**src/rtl/reg_file_sb.sv**
```systemverilog
// Two-write/two-read register file with per-register busy scoreboard; reads are zero-latency, writes/issues commit on clk, no backpressure.
// Define RF_BYPASS_EN to forward same-cycle write data (and busy clear) to the read ports.
module reg_file_sb #(
   parameter int REG_WIDTH = 32,
   parameter int REG_COUNT = 32,
   parameter int IDX_WIDTH = 5
) (
   input  logic                 clk,
   input  logic                 rst,
   input  logic                 wr_en_0,
   input  logic [IDX_WIDTH-1:0] wr_idx_0,
   input  logic [REG_WIDTH-1:0] wr_data_0,
   input  logic                 wr_en_1,
   input  logic [IDX_WIDTH-1:0] wr_idx_1,
   input  logic [REG_WIDTH-1:0] wr_data_1,
   input  logic [IDX_WIDTH-1:0] rd_idx_1,
   output logic [REG_WIDTH-1:0] rd_data_1,
   output logic                 rd_busy_1,
   input  logic [IDX_WIDTH-1:0] rd_idx_2,
   output logic [REG_WIDTH-1:0] rd_data_2,
   output logic                 rd_busy_2,
   input  logic                 issue_en,
   input  logic [IDX_WIDTH-1:0] issue_idx,
   output logic [IDX_WIDTH:0]   busy_count
);

   // Storage spans the full index space so any index selects safely; slots at
   // or above REG_COUNT are never written and stay at their reset value.
   localparam int DEPTH = 1 << IDX_WIDTH;
   localparam logic [IDX_WIDTH:0] COUNT_LIM = (IDX_WIDTH+1)'(REG_COUNT);

   logic [REG_WIDTH-1:0] regs_q [DEPTH];
   logic [REG_WIDTH-1:0] regs_d [DEPTH];
   logic [DEPTH-1:0]     busy_q, busy_d;
   logic [IDX_WIDTH:0]   busy_count_q, busy_count_d;
   logic [IDX_WIDTH:0]   set_cnt, clr_cnt;
   logic                 wr_ok_0, wr_ok_1, iss_ok;

   function automatic logic idx_ok(input logic [IDX_WIDTH-1:0] idx);
      return (idx != '0) && ({1'b0, idx} < COUNT_LIM);
   endfunction

   assign wr_ok_0 = wr_en_0 && idx_ok(wr_idx_0);
   assign wr_ok_1 = wr_en_1 && idx_ok(wr_idx_1);
   assign iss_ok  = issue_en && idx_ok(issue_idx);

   // Port 1 is applied after port 0 so it wins a same-index collision; the
   // issue is applied last so a new producer keeps the register busy.
   always_comb begin
      regs_d = regs_q;
      busy_d = busy_q;
      if (wr_ok_0) begin
         regs_d[wr_idx_0] = wr_data_0;
         busy_d[wr_idx_0] = 1'b0;
      end
      if (wr_ok_1) begin
         regs_d[wr_idx_1] = wr_data_1;
         busy_d[wr_idx_1] = 1'b0;
      end
      if (iss_ok) begin
         busy_d[issue_idx] = 1'b1;
      end
      set_cnt = '0;
      clr_cnt = '0;
      for (int i = 0; i < DEPTH; i++) begin
         if (busy_d[i] && !busy_q[i]) set_cnt = set_cnt + 1'b1;
         if (!busy_d[i] && busy_q[i]) clr_cnt = clr_cnt + 1'b1;
      end
      busy_count_d = busy_count_q + set_cnt - clr_cnt;
   end

   always_ff @(posedge clk or negedge rst) begin
      if (!rst) begin
         for (int i = 0; i < DEPTH; i++) regs_q[i] <= '0;
         busy_q       <= '0;
         busy_count_q <= '0;
      end else begin
         regs_q       <= regs_d;
         busy_q       <= busy_d;
         busy_count_q <= busy_count_d;
      end
   end

`ifdef RF_BYPASS_EN
   function automatic logic fwd_hit(input logic [IDX_WIDTH-1:0] idx);
      return (wr_ok_0 && wr_idx_0 == idx) || (wr_ok_1 && wr_idx_1 == idx);
   endfunction

   function automatic logic [REG_WIDTH-1:0] fwd_data(input logic [IDX_WIDTH-1:0] idx);
      return (wr_ok_1 && wr_idx_1 == idx) ? wr_data_1 : wr_data_0;
   endfunction

   function automatic logic fwd_busy(input logic [IDX_WIDTH-1:0] idx);
      return iss_ok && issue_idx == idx;
   endfunction
`endif

   always_comb begin
      rd_data_1 = '0;
      rd_busy_1 = 1'b0;
      rd_data_2 = '0;
      rd_busy_2 = 1'b0;
      if (rst && idx_ok(rd_idx_1)) begin
         rd_data_1 = regs_q[rd_idx_1];
         rd_busy_1 = busy_q[rd_idx_1];
`ifdef RF_BYPASS_EN
         if (fwd_hit(rd_idx_1)) begin
            rd_data_1 = fwd_data(rd_idx_1);
            rd_busy_1 = fwd_busy(rd_idx_1);
         end
`endif
      end
      if (rst && idx_ok(rd_idx_2)) begin
         rd_data_2 = regs_q[rd_idx_2];
         rd_busy_2 = busy_q[rd_idx_2];
`ifdef RF_BYPASS_EN
         if (fwd_hit(rd_idx_2)) begin
            rd_data_2 = fwd_data(rd_idx_2);
            rd_busy_2 = fwd_busy(rd_idx_2);
         end
`endif
      end
   end

   assign busy_count = busy_count_q;

endmodule

```
**config.mk**
```make
export PLATFORM = sky130hd
export DESIGN_NAME = reg_file_sb
export DESIGN_NICKNAME = d
export VERILOG_FILES = /design/src/rtl/reg_file_sb.sv
export SDC_FILE = /design/constraint.sdc
export NUM_CORES = 2
export LEC_CHECK = 0
export BUFFER_PORTS_ARGS = -buffer_cell sky130_fd_sc_hd__buf_2
export CORE_MARGIN = 10
export CORE_UTILIZATION = 30
export DETAILED_ROUTE_END_ITERATION = 8
export GPL_TIMING_DRIVEN = 0
export PLACE_DENSITY_LB_ADDON = 0.12
export SKIP_CTS_REPAIR_TIMING = 1
export SKIP_LAST_GASP = 1
export SLEW_MARGIN = 20
export SYNTH_ARGS = -nofsm -noshare
export SYNTH_HDL_FRONTEND = slang
export SYNTH_SLANG_ARGS = --single-unit
```
**constraint.sdc**
```tcl
create_clock -name clk -period 36.4 [get_ports clk]
set_clock_uncertainty 0.05 [all_clocks]
set_input_delay 7.28 -clock clk [delete_from_list [all_inputs] [get_ports clk]]
set_output_delay 7.28 -clock clk [all_outputs]
set_load 0.05 [all_outputs]
```
==> impl_metrics.ini <==
[routing]
drt_pass1_iterations = 9
routed_wl_mm = 438.5
ant_nets = 0
drt-initial-drc-count = 9868
viasPerCell = 6.210
drcViolationCount = 0
vias = 71024
wire_per_inst_um = 38.34

[global_route]
grt_util_all_layers_pct = 31.80
met3_usage_pct = 10.06
gr-usage-met1_pct = 42.62
use_met2_pct = 44.42
top_usage_layer = met2
grt_antenna_before_repair = 39
grt_pass1_vias = 67215
grt-ovfl-total = 0
grt_max_degree = 118
grt_pass1_wl_mm = 585.8

[worst_setup_path]
rrSetupSlack_ns = 17.36
end_kind = flop
critPathMaxStageDelay_ns = 0.66
r2r-end = busy_count[5]
r2r_start = busy_q[1]
reg2regPathDepth = 88
cp-start-kind = input pin
crit_type = input pin to flop
crit_fanout = 11
arrival_ns = 28.28
path_common_cell = ha_1
cp.required_ns = 37.09
crit_slowest_cell = nand2_2

[clock_network]
cts_buffer_depth = 3
clk_latency_ns = 0.82
clk_pin_slew_worst_paths_ns = 0.06
cts_made_buffers = 144
cts_tree = done
cts_sinks = 1062
ctsHtreeMaxLevel = 4
root_buffer = clkbuf_16

[place]
gp_congestion = 0.9759
dp_worst_setup_slack_ns = 8.362
dpl.cell_count = 11150
place_area_mm2 = 0.07881
port-buffer-count = 144
dpl.hpwl_mm = 325.1

[timing]
max_freq_ghz = 0.03626
setup_viol = 0
drv_slew = 0
period_minus_slack_ns = 27.58
min_period_over_period_pct = 75.77
layout_setup_ws_ns = 8.818
rsz0062_at_grt = no
slew_headroom_pct = 8.731
hold_violations = 0
hold_ws_ns = 0.4313
tightest_slew_ns = 1.364

[power]
power_mw = 4.834
switchingPower_mw = 1.797
seqPwrFrac_pct = 36.6
power.leakage_nw = 36.51
p_sw_share_pct = 37.17
combPwrFrac_pct = 32.8
intPower_mw = 3.037
ir_drop_mv = 0.03960
clkPwrFrac_pct = 30.7
p_per_area_mw_per_mm2 = 57.78

[synth]
avgSynthCellArea_um2 = 9.372
yosysWarnings = 0
synthArstFlopShare_pct = 100.0
synth_ff_type = dfrtp_1
synthTopCellsByCount = mux2i_1 (1334), dfrtp_1 (1062), a21oi_1 (1004)
synth_edf_count = 0
synth_top_cell_by_area = dfrtp_1
ys_types = 107
synthTopCellsByArea = dfrtp_1 (37%), mux2i_1 (18%), mux4_2 (8.2%)
syn_inst = 7761
syn_area_mm2 = 0.07274
netlist.area_leader.share_pct = 36.54
seq_area_frac_synth_pct = 36.54
ys_ff_latch = 1062
yosys.cell_count.top_type = mux2i_1

[floorplan]
ios = 166
initial_core_util_pct = 30.18
coreArea_mm2 = 0.2410
dieWidth_um = 512.4
rows = 180
fp.dieH_um = 512.4
dieArea_mm2 = 0.2626

[final_layout]
drive_above_1_share_pct = 13.72
nNetsFinal = 8284
fin_area_mm2 = 0.08365
stdcell_count = 11437
area_growth_pct = 15.01

[min_path]
hold-path-endpoint = regs_q[1022]
hold_path_depth = 1
min_path_type = flop to flop
min_from = regs_q[1022]

[run]
max_cap_viol_count = 0

[run_status]
outcome = finished, final reports clean
## worst max path at each step
stage                    end        start  cells after the start  slack, ns
6_report       busy_count[5]  wr_idx_0[3]                     94       8.82
5_1_grt        busy_count[5]  wr_idx_0[3]                     94       7.14
4_1_cts        busy_count[5]  wr_idx_0[3]                     94       9.13
3_5_place_dp   busy_count[5]  wr_idx_0[3]                     94       8.36
3_3_place_gp       rd_busy_2          rst                      4     -24.83
2_1_floorplan  busy_count[5]  wr_idx_0[2]                     97      11.95
## critical path: cells and delay by family
kind | cells | cell delay (ns)
compound gates | 31 | 6.29
simple gates | 19 | 3.47
xor+xnor | 16 | 3.38
fa+ha+maj | 18 | 5.49
mux | 5 | 0.93
buf+inv | 5 | 1.42
## flip-flops by register name (all words and copies together) (netlist names)
name / cells
regs_q: 1024
busy_q: 32
busy_count: 6
## per-stage QoR
step / util, % / TNS [ns]
6_report: 34.71 / 0
3_3_place_gp: 32.15 / -1287.03
5_1_grt: 34.70 / 0
2_1_floorplan: - / 0
4_1_cts: 34.66 / 0
3_5_place_dp: 32.70 / 0
## cells in the final DEF (no fill, tap or decap), types with 16 or more instances in the layout
cell,n
mux2i_1,1334
dfrtp_1,1062
a21oi_1,1004
nor2_1,861
o21ai_0,608
nand2_1,589
clkbuf_1,580
mux4_2,264
buf_2,235
clkbuf_16,151
o22ai_1,149
mux2_2,137
o221ai_1,136
clkbuf_2,120
nor3_1,102
xnor2_1,92
ha_1,72
inv_1,69
buf_1,66
xor2_1,35
clkbuf_8,32
nand3_1,29
diode_2,28
clkinv_2,27
buf_16,21
nor2_2,20
and2_1,17
a22oi_1,16
## metal layers
layer | vias up | wire, µm
met5 | - | 107
met4 | 16 | 30670
met3 | 1067 | 48350
met2 | 4781 | 177600
met1 | 36283 | 181700
li1 | 28877 | -
## power by group through the flow
stage | sequential, mW | combinational [mW] | clock (mW)
after detailed placement | 1.77 | 1.55 | 0
after global placement | 1.76 | 1.52 | 0
after global routing | 1.80 | 1.71 | 1.53
after floorplan | 1.68 | 1.11 | 0
final | 1.77 | 1.58 | 1.48
after CTS | 1.75 | 1.56 | 1.48
## cell families (layout without fill, tap and decap cells)
group | Yosys count | in the layout | synth area share, %
AO/OA/AOI/OAI | 2066 | 2066 | 15.97
XOR/XNOR | 163 | 163 | 2.635
multiplexers | 1736 | 1736 | 28.68
adder cells (fa/ha/maj) | 77 | 77 | 1.376
other | 2 | 39 | 0.01032
buffers and inverters | 897 | 1351 | 4.691
flip-flops | 1062 | 1062 | 36.54
AND/OR/NAND/NOR | 1758 | 1758 | 10.09
## cell type report
type / instances / area, µm²
diodes: 28 / 70.07
plain buffers: 825 / 3381
clock buffers: 217 / 4347
clock inverters: 40 / 365.4
fillers: 24865 / 157300
inverters: 72 / 270.3
multi-input cells: 5811 / 42870
flip-flops and latches: 1062 / 26580
well taps: 3185 / 3985
repair buffers: 197 / 1785
No activity file was read; power rests on OpenSTA's default activity.
